### config.mk
export PLATFORM = sky130hd
export DESIGN_NAME = cnn_layer_sequencer_flat
export DESIGN_NICKNAME = d
export VERILOG_FILES = /design/src/rtl/cnn_layer_sequencer_pkg.sv /design/src/rtl/cnn_layer_sequencer_if.sv /design/src/rtl/cnn_layer_sequencer_argmax.sv /design/src/rtl/cnn_layer_sequencer.sv /design/src/flat_wrapper.sv
export SDC_FILE = /design/constraint.sdc
export NUM_CORES = 1
export LEC_CHECK = 0
export BUFFER_PORTS_ARGS = -buffer_cell sky130_fd_sc_hd__buf_2
export CAP_MARGIN = 20
export CORE_MARGIN = 3
export CORE_UTILIZATION = 58
export DETAILED_ROUTE_END_ITERATION = 7
export GPL_TIMING_DRIVEN = 0
export PLACE_DENSITY = 0.78
export SYNTH_ARGS = -nofsm -noshare
export SYNTH_HDL_FRONTEND = slang
export SYNTH_SLANG_ARGS = --single-unit
### constraint.sdc
create_clock -name clk -period 4.2 [get_ports clk]
set_input_delay 0.42 -clock clk [delete_from_list [all_inputs] [get_ports clk]]
set_output_delay 0.42 -clock clk [all_outputs]
set_load 0.005 [all_outputs]
### src/rtl/cnn_layer_sequencer_pkg.sv
// Shared types and default sizes for the CNN layer sequencer.
// The ERR state exists only when SEQ_TIMEOUT_EN is defined.
package cnn_seq_pkg;

    localparam int DEF_NUM_CLASSES = 10;
    localparam int DEF_PROB_W      = 113;
    localparam int DEF_IDX_W       = 4;
    localparam int DEF_TIMEOUT_CYC = 4096;

    typedef enum logic [2:0] {
        S_IDLE,
        S_CONV,
        S_RELU,
        S_POOL,
        S_FC,
        S_ARGMAX,
        S_DONE
`ifdef SEQ_TIMEOUT_EN
        , S_ERR
`endif
    } seq_state_t;

endpackage

### src/rtl/cnn_layer_sequencer_if.sv
// Bundle between the sequencer (master) and the layers, score mux and
// result consumer (slave). Also carries the FSM state for observation.
interface cnn_seq_if
    import cnn_seq_pkg::*;
#(
    parameter int PROB_W = DEF_PROB_W,
    parameter int IDX_W  = DEF_IDX_W
);
    // Handshake: start and each *_done are plain levels sampled on posedge;
    // an enable stays high until its done is seen, and result is valid only
    // in the single cycle result_valid is high.
    logic                     start;
    logic                     busy;
    logic                     conv_enable;
    logic                     relu_enable;
    logic                     pool_enable;
    logic                     fc_enable;
    logic                     conv_done;
    logic                     relu_done;
    logic                     pool_done;
    logic                     fc_done;
    logic [IDX_W-1:0]         prob_idx;
    logic signed [PROB_W-1:0] prob_data;
    logic [IDX_W-1:0]         result;
    logic                     result_valid;
    logic                     error;
    seq_state_t               state;

    modport master (
        input  start, conv_done, relu_done, pool_done, fc_done, prob_data,
        output busy, conv_enable, relu_enable, pool_enable, fc_enable,
               prob_idx, result, result_valid, error, state
    );

    modport slave (
        output start, conv_done, relu_done, pool_done, fc_done, prob_data,
        input  busy, conv_enable, relu_enable, pool_enable, fc_enable,
               prob_idx, result, result_valid, error, state
    );

endinterface

### src/rtl/cnn_layer_sequencer_argmax.sv
// Serial signed max tracker: one score per valid cycle, lowest index wins ties.
// arg_next exposes the post-update index so the final score can be captured same-edge.
module argmax_stream #(
    parameter int PROB_W = 113,
    parameter int IDX_W  = 4
) (
    input  logic                     clk,
    input  logic                     rst,
    input  logic                     clear,
    input  logic                     valid,
    input  logic [IDX_W-1:0]         idx,
    input  logic signed [PROB_W-1:0] data,
    output logic [IDX_W-1:0]         arg,
    output logic [IDX_W-1:0]         arg_next,
    output logic signed [PROB_W-1:0] max
);

    logic signed [PROB_W-1:0] max_next;

    always_comb begin
        arg_next = arg;
        max_next = max;
        if (valid) begin
            if (clear || (data > max)) begin
                arg_next = idx;
                max_next = data;
            end
        end
    end

    always_ff @(posedge clk) begin
        if (rst) begin
            arg <= '0;
            max <= '0;
        end else begin
            arg <= arg_next;
            max <= max_next;
        end
    end

endmodule

### src/rtl/cnn_layer_sequencer.sv
// Control FSM stepping conv -> relu -> pool -> fc -> argmax for one image.
// Optional per-stage watchdog and ERR state: define SEQ_TIMEOUT_EN.
module cnn_layer_sequencer
    import cnn_seq_pkg::*;
#(
    parameter int NUM_CLASSES = DEF_NUM_CLASSES,
    parameter int PROB_W      = DEF_PROB_W,
    parameter int IDX_W       = DEF_IDX_W,
    parameter int TIMEOUT_CYC = DEF_TIMEOUT_CYC
) (
    input  logic     clk,
    input  logic     rst,
    cnn_seq_if.master bus
);

    localparam logic [IDX_W-1:0] LAST_IDX = IDX_W'(NUM_CLASSES - 1);

    seq_state_t               state;
    seq_state_t               state_next;
    logic [IDX_W-1:0]         idx;
    logic                     in_stage;
    logic                     stage_done;
    logic [IDX_W-1:0]         arg_next;
    logic [IDX_W-1:0]         unused_arg;
    logic signed [PROB_W-1:0] unused_max;

`ifdef SEQ_TIMEOUT_EN
    localparam int CNT_W = (TIMEOUT_CYC > 2) ? $clog2(TIMEOUT_CYC) : 1;
    logic [CNT_W-1:0] stage_cnt;
    logic             timeout;
    logic             error_q;

    assign timeout = (stage_cnt == CNT_W'(TIMEOUT_CYC - 1));
`else
    logic unused_timeout_cfg;
    assign unused_timeout_cfg = (TIMEOUT_CYC > 0);
`endif

    always_ff @(posedge clk) begin
        if (rst) state <= S_IDLE;
        else     state <= state_next;
    end

    always_comb begin
        state_next       = state;
        in_stage         = 1'b0;
        stage_done       = 1'b0;
        bus.busy         = (state != S_IDLE);
        bus.conv_enable  = 1'b0;
        bus.relu_enable  = 1'b0;
        bus.pool_enable  = 1'b0;
        bus.fc_enable    = 1'b0;
        bus.prob_idx     = '0;
        bus.result_valid = 1'b0;
        bus.state        = state;
        case (state)
            S_IDLE: begin
                if (bus.start) state_next = S_CONV;
            end
            S_CONV: begin
                in_stage        = 1'b1;
                bus.conv_enable = 1'b1;
                stage_done      = bus.conv_done;
                if (stage_done) state_next = S_RELU;
            end
            S_RELU: begin
                in_stage        = 1'b1;
                bus.relu_enable = 1'b1;
                stage_done      = bus.relu_done;
                if (stage_done) state_next = S_POOL;
            end
            S_POOL: begin
                in_stage        = 1'b1;
                bus.pool_enable = 1'b1;
                stage_done      = bus.pool_done;
                if (stage_done) state_next = S_FC;
            end
            S_FC: begin
                in_stage      = 1'b1;
                bus.fc_enable = 1'b1;
                stage_done    = bus.fc_done;
                if (stage_done) state_next = S_ARGMAX;
            end
            S_ARGMAX: begin
                bus.prob_idx = idx;
                if (idx == LAST_IDX) state_next = S_DONE;
            end
            S_DONE: begin
                bus.result_valid = 1'b1;
                state_next       = S_IDLE;
            end
            default: state_next = S_IDLE;
        endcase
`ifdef SEQ_TIMEOUT_EN
        // A done arriving on the last allowed cycle still wins over the watchdog.
        if (in_stage && !stage_done && timeout) state_next = S_ERR;
`endif
    end

    // Score index counter: runs only in ARGMAX, parked at 0 otherwise.
    always_ff @(posedge clk) begin
        if (rst)                                     idx <= '0;
        else if (state == S_ARGMAX && idx != LAST_IDX) idx <= idx + IDX_W'(1);
        else                                         idx <= '0;
    end

    argmax_stream #(
        .PROB_W (PROB_W),
        .IDX_W  (IDX_W)
    ) u_argmax (
        .clk      (clk),
        .rst      (rst),
        .clear    ((state == S_ARGMAX) && (idx == '0)),
        .valid    (state == S_ARGMAX),
        .idx      (idx),
        .data     (bus.prob_data),
        .arg      (unused_arg),
        .arg_next (arg_next),
        .max      (unused_max)
    );

    // Captured on the ARGMAX->DONE edge so result lines up with result_valid.
    always_ff @(posedge clk) begin
        if (rst)                                        bus.result <= '0;
        else if (state == S_ARGMAX && idx == LAST_IDX)  bus.result <= arg_next;
    end

`ifdef SEQ_TIMEOUT_EN
    always_ff @(posedge clk) begin
        if (rst || state_next != state) stage_cnt <= '0;
        else                            stage_cnt <= stage_cnt + CNT_W'(1);
    end

    always_ff @(posedge clk) begin
        if (rst)                              error_q <= 1'b0;
        else if (state == S_IDLE && bus.start) error_q <= 1'b0;
        else if (state_next == S_ERR)         error_q <= 1'b1;
    end

    assign bus.error = error_q;
`else
    assign bus.error = 1'b0;
`endif

endmodule

### src/flat_wrapper.sv
// flat-port wrapper written by rule: the top's interface ports become plain ports
module cnn_layer_sequencer_flat import cnn_seq_pkg::*;
#(
    parameter int NUM_CLASSES = DEF_NUM_CLASSES,
    parameter int PROB_W      = DEF_PROB_W,
    parameter int IDX_W       = DEF_IDX_W,
    parameter int TIMEOUT_CYC = DEF_TIMEOUT_CYC
)
  (clk, rst, bus_start, bus_conv_done, bus_relu_done, bus_pool_done, bus_fc_done, bus_prob_data, bus_busy, bus_conv_enable, bus_relu_enable, bus_pool_enable, bus_fc_enable, bus_prob_idx, bus_result, bus_result_valid, bus_error, bus_state);
  cnn_seq_if #(.PROB_W(PROB_W), .IDX_W(IDX_W)) bus_i ();
  input  logic clk;
  input  logic rst;
  input wire logic [$bits(bus_i.start)-1:0] bus_start;
  input wire logic [$bits(bus_i.conv_done)-1:0] bus_conv_done;
  input wire logic [$bits(bus_i.relu_done)-1:0] bus_relu_done;
  input wire logic [$bits(bus_i.pool_done)-1:0] bus_pool_done;
  input wire logic [$bits(bus_i.fc_done)-1:0] bus_fc_done;
  input wire logic [$bits(bus_i.prob_data)-1:0] bus_prob_data;
  output wire logic [$bits(bus_i.busy)-1:0] bus_busy;
  output wire logic [$bits(bus_i.conv_enable)-1:0] bus_conv_enable;
  output wire logic [$bits(bus_i.relu_enable)-1:0] bus_relu_enable;
  output wire logic [$bits(bus_i.pool_enable)-1:0] bus_pool_enable;
  output wire logic [$bits(bus_i.fc_enable)-1:0] bus_fc_enable;
  output wire logic [$bits(bus_i.prob_idx)-1:0] bus_prob_idx;
  output wire logic [$bits(bus_i.result)-1:0] bus_result;
  output wire logic [$bits(bus_i.result_valid)-1:0] bus_result_valid;
  output wire logic [$bits(bus_i.error)-1:0] bus_error;
  output wire logic [$bits(bus_i.state)-1:0] bus_state;
  assign bus_i.start = bus_start;
  assign bus_i.conv_done = bus_conv_done;
  assign bus_i.relu_done = bus_relu_done;
  assign bus_i.pool_done = bus_pool_done;
  assign bus_i.fc_done = bus_fc_done;
  assign bus_i.prob_data = bus_prob_data;
  assign bus_busy = bus_i.busy;
  assign bus_conv_enable = bus_i.conv_enable;
  assign bus_relu_enable = bus_i.relu_enable;
  assign bus_pool_enable = bus_i.pool_enable;
  assign bus_fc_enable = bus_i.fc_enable;
  assign bus_prob_idx = bus_i.prob_idx;
  assign bus_result = bus_i.result;
  assign bus_result_valid = bus_i.result_valid;
  assign bus_error = bus_i.error;
  assign bus_state = bus_i.state;
  cnn_layer_sequencer #(.NUM_CLASSES(NUM_CLASSES), .PROB_W(PROB_W), .IDX_W(IDX_W), .TIMEOUT_CYC(TIMEOUT_CYC)) u_core (.clk(clk), .rst(rst), .bus(bus_i));
endmodule
# Word-level counts from Yosys, hierarchy flattened
# Index checks and enable logic that the tools add are counted.
totals:
  regBits: 128
  in_bits: 120
  output_inout_bits: 18
op_classes:
  n_addsub: 1
  order_cmp: 1
  n_eq_ne: 14
  n_mux: 15
  n_bitwise: 1
  reduce_logical: 10
ops:
  columns: ["cell", "n"]
  rows:
  - ["$gt A113 B113 Y1", 1]
  - ["$mux W3", 6]
  - ["$pmux W3 S6", 1]
  - ["$mux W4", 3]
  - ["$ne A2 B2 Y1 const B", 5]
  - ["$eq A3 B3 Y1 const B", 3]
  - ["$eq A3 B2 Y1 const B", 2]
  - ["$reduce_and A6 Y1", 1]
  - ["$mux W1", 5]
  - ["$add A4 B1 Y4 const B", 1]
  - ["$eq A4 B4 Y1 const B", 1]
  - ["$logic_not A4 Y1", 1]
  - ["$ne A4 B4 Y1 const B", 1]
  - ["$eq A3 B1 Y1 const B", 1]
  - ["$logic_and A1 B1 Y1", 3]
  - ["$logic_not A3 Y1", 1]
  - ["$reduce_bool A3 Y1", 1]
  - ["$ne A2 B1 Y1 const B", 1]
  - ["$reduce_and A2 Y1", 1]
  - ["$reduce_or A2 Y1", 1]
  - ["$logic_or A1 B1 Y1", 1]
  - ["$not A1 Y1", 1]

# Depth between registers and ports, before layout
depth:
  word_depth: 5
  mapped_depth: 13
  ltp_nobuf: 10

# Modules after synthesis
# Synthesis repeated with hierarchy kept, for this count alone.
unflattened:
  hier_cells: 1003
  hier_area_um2: 8842.2
by_module_without_submodules:
  columns: ["module", "instances", "cells_per_inst", "area_per_inst_um2", "seq_area_each_um2"]
  rows:
  - ["argmax_stream", 1, 924, 8166.6, 2342.2]
  - ["cnn_layer_sequencer", 1, 79, 675.6, 220.2]

# Worst setup path before layout
# No wires, ideal clock.
synth_timing:
  path_kind: "input -> register"
  startpoint: "input port bus_prob_data[112]"
  endpoint: "register u_core.u_argmax.max[63]"
  setup_time_ps: 72
  arrival_ps: 2906
  setup_slack_ps: 1223
  path_stages: 12
  path_buffers: 3
  cell_sequence: "ha_1 -> nand4_2 -> nor4_4 -> nand4_1 -> or4_1 -> o21bai_2 -> o31ai_2 -> a21oi_2 -> buf_6 -> buf_8 -> buf_8 -> mux2i_1"
synth_between:
  elab_chain_len: 3
synth_lines:
  columns: ["element", "line_no", "source"]
  rows:
  - ["start: declaration", "flat_wrapper.sv:18", "input wire logic [$bits(bus_i.prob_data)-1:0] bus_prob_data;"]
  - ["$gt A113 B113 Y1", "cnn_layer_sequencer_argmax.sv:24", "if (clear || (data > max)) begin"]
  - ["$logic_or A1 B1 Y1", "cnn_layer_sequencer_argmax.sv:24", null]
  - ["$reduce_and A2 Y1 (no line)", null, null]
  - ["end signal: assignment", "cnn_layer_sequencer_argmax.sv:37", "max <= max_next;"]
  - ["end: declaration", "cnn_layer_sequencer_argmax.sv:15", "output logic signed [PROB_W-1:0] max"]
# Every way passes these cells.
# A chain may end at the register's enable or synchronous reset.

# Final worst setup path
layout_timing:
  startpoint: "register u_core.u_argmax.max[95]"
  endpoint: "register u_core.u_argmax.max[68]"
layout_between:
  elab_chain_len: 3
layout_lines:
  columns: ["element", "line_no"]
  rows:
  - ["$gt A113 B113 Y1", "cnn_layer_sequencer_argmax.sv:24"]
  - ["$logic_or A1 B1 Y1", "cnn_layer_sequencer_argmax.sv:24"]
  - ["$reduce_and A2 Y1 (no line)", null]
# Every way passes these cells.

==> summary.md <==
The run finished with clean final reports. The initial antenna violation count was 2. The maximum fanout count along the critical path came out at 10. The number of different library cells used by synthesis comes to 53.

The accumulated negative setup slack is 0 ps, and the post-placement worst setup slack is 246 ps. The register bit total from synthesis was 128; the worst path setup slack after routing was 466 ps. For this run, the slowest stage of the critical path takes 620 ps. Buffers inserted during clock tree synthesis total 17. The total wirelength of the detailed-routed design is 19,000 um. By area the synthesized netlist is led by dfxtp_1 29%, nand2b_1 17%, ha_1 17%.

Leaving out fill and tap cells, the most frequent cell in the layout is nand2b_1. Clock transition at the register clock pins on the worst setup and hold paths after CTS: 60 ps. Yosys printed 0 warnings.

STA puts the critical path data arrival time at 4090 ps. The top-area cell type share of the netlist area was 0.293. The min-delay analysis places its worst path in the category primary input to flip-flop. The first global-routing pass estimated 31,800 um of wire. The detailed-route vias per instance is 5.16. The die covers 16,600 um^2. The logs give 0.239 for the aggregate global-route resource usage and 0.00326 W for the power consumption. The net count of the finished layout is 1,391.

Setup repair after global routing left no endpoint under its margin. The async set-or-reset flop fraction in the synthesized netlist was 0. The die is 129 um wide. The tools report the type of origin of the critical path as a flip-flop.

The clock reaches the later pin of the worst-skew pair after 430 ps. TritonCTS built the clock tree. The count of endpoints failing hold in the final timing report is 0. For the starting density of the core, the log shows 0.597.

The cell count after synthesis came out at 1,001. For the number of levels the H-tree was split into, the log shows 4. The filler cells instantiated in the layout total 1,174. Slowest cell on the critical path: nor4_1. The net count of the mapped netlist was 1,237; the core area was 14,600 um^2. The floorplan has 44 rows. Flip-flop cell with the highest count after synthesis: dfxtp_1. During I/O placement, the number of pins put on the boundary was 138.

For this design the static power due to leakage is 3.92 nW. For the sequential fraction of the synthesis area, the log shows 0.293. Across the whole layout, storage elements account for 2560 um^2.

The remaining design rule violation count came out at 0. The power per cell area is 318 nW/um^2. In this run the vertical extent of the chip is 129 um. For the worst setup path, the data required time is 4550 ps. The area of the mapped netlist was 8740 um^2. Across the routed clock network, the largest skew measured is 10.1 ps. The final number of max-transition violations is 0. In the layout the commonest cells are 233 x nand2b_1, 135 x buf_2, 128 x inv_1, 128 x dfxtp_1, 116 x ha_1. Before antenna repair, the detailed router went through 4 iterations. After legalization and detailed placement, the total HPWL measured 14,400 um. The post-CTS setup buffer count is 0, and the post-route antenna net violation count is 0. Buffers placed on the I/O ports in this run total 135.

The clock net in this run drives a total of 128 sinks. In the final layout, the multi-input gates occupy 5460 um^2. The setup violation total in the final timing report was 0.

The worst-margin pin slew is 715 ps. For this block, the via count after detailed routing is 6,973. The cell chosen for the clock root was clkbuf_16. Routability-driven placement finished with a final weighted congestion of 0.816.

The final clock period utilization by the worst path was 0.889; the count of max-cap constraint violations was 0. Post-route minimum period: 3730 ps. For this run, the top clock speed supported by timing is 268 MHz. The ratio of cells with drive above 1 in the final layout is 0.162.

Across the VDD grid, the largest voltage drop is 0.292 mV. Walking the worst path, the cells encountered are inv_1, ha_1, nand4_1, nor4_1, nand4_1, or4_1, o21bai_2, o31ai_2, a21oi_2, buf_6, buf_8, buf_8, mux2i_1. After clock tree synthesis, the repair step resized 0 gates.

dfxtp_1 takes more of the synthesized area than any other cell. The critical path in this run is classified as flip-flop to flip-flop. For the largest buffer count on any clock path, the log shows 2.

Entering global routing, the biggest net connects 17 pins. Mean routed wirelength per cell: 14.0 um. Sort of element at the end of the critical path: a flip-flop.

The number of antenna diodes in the final layout is 0. The number of synthesized flops with an enable pin is 0. The via count of the first global-routing pass is 6,868, and the synthesized area per cell is 8.73 um^2. The area added between synthesis and finish came out at 17.3%. For this design, the CTS-stage hold fixing added 0 buffers. The tools report the remaining global-route overflow as 0.

The run gives 0.523 as the remaining max-slew budget at the tightest pin. For this block, the initial DRC count from the detailed router was 288.
-- state kept, by name, summed over array words and instances, names as in the netlist --
| register | cells |
|---|---|
| u_core.bus.result | 4 |
| u_core.bus.state | 3 |
| u_core.idx | 4 |
| u_core.u_argmax.arg | 4 |
| u_core.u_argmax.max | 113 |
-- Yosys cell counts, drive strengths merged (6+ instances only) --
| master | count |
|---|---|
| a211oi | 6 |
| a21o | 7 |
| a21oi | 47 |
| buf | 14 |
| clkbuf | 29 |
| dfxtp | 128 |
| ha | 116 |
| inv | 128 |
| mux2i | 115 |
| nand2 | 31 |
| nand2b | 233 |
| nand3 | 12 |
| nand4 | 28 |
| nor2 | 24 |
| nor3 | 7 |
| nor4 | 6 |
| o21ai | 18 |
-- power by group --
part | internal, W | switching [W] | total [W]
Sequential | 0.00124 | 0.0000170 | 0.00126
Clock | 0.000952 | 0.000551 | 0.00150
Combinational | 0.000242 | 0.000258 | 0.000500
Total | 0.00243 | 0.000827 | 0.00326
-- stage by stage --
step / util / cells / hold WS (ps) / cell area [um^2]
after global placement: 0.659 / 1320 / 457 / 9640
after CTS: 0.700 / 1352 / 253 / 10200
final: 0.700 / 1352 / 265 / 10200
after global routing: 0.700 / 1352 / 263 / 10200
after floorplan: - / 1001 / 443 / 8740
after detailed placement: 0.659 / 1320 / 461 / 9640
-- worst paths after layout --
| path | from | endpoint | slack [ps] | cells past startpoint |
|---|---|---|---|---|
| worst max-delay path | u_core.u_argmax.max[95] | u_core.u_argmax.max[68] | 470 | 13 |
| worst min-delay path | bus_prob_data[99] | u_core.u_argmax.max[99] | 260 | 3 |
| worst max register to register | u_core.u_argmax.max[95] | u_core.u_argmax.max[68] | 470 | 13 |
| worst min register to register | u_core.u_argmax.max[110] | u_core.u_argmax.max[110] | 470 | 2 |
-- worst max-delay path, delay by kind of cell (launching register included) --
kind	cells	cell delay, ps
and+or+nand+nor	4	1740
muxes	1	200
DFF	1	340
AOI/OAI and AO/OA	3	470
buffers and inverters	4	600
adders and majority gates	1	300
-- layer usage --
layer  GRT usage  routed length [um]  vias to the layer above  share of wire
met1       0.294                8670                     3142           0.46
met2       0.398                8840                      124           0.47
met3      0.0726                1030                       36          0.054
met4      0.0809                 414                        4          0.022
li1            -                   -                     3667              -
met5           0                  22                        -         0.0012
-- layout make-up --
class                      count  area share
inverter                     128      0.0469
timing repair buffer         135      0.0659
sequential                   128       0.250
clock buffer                  24      0.0490
multi-input combinational    702       0.532
clock inverter                 8      0.0100
tap                          184      0.0225
buffer                        43      0.0234
-- kinds of logic (layout without fill, tap and decap cells) --
family                   Yosys count  after routing  synth area share
AO/OA/AOI/OAI                    105            105            0.0776
XOR/XNOR                           3              3           0.00301
buffers and inverters            171            338            0.0825
flip-flops                       128            128             0.293
other                              1              1          0.000429
multiplexers                     115            115             0.132
adder cells (fa/ha/maj)          116            116             0.166
AND/OR/NAND/NOR                  362            362             0.245
No activity file was read; power rests on OpenSTA's default activity.
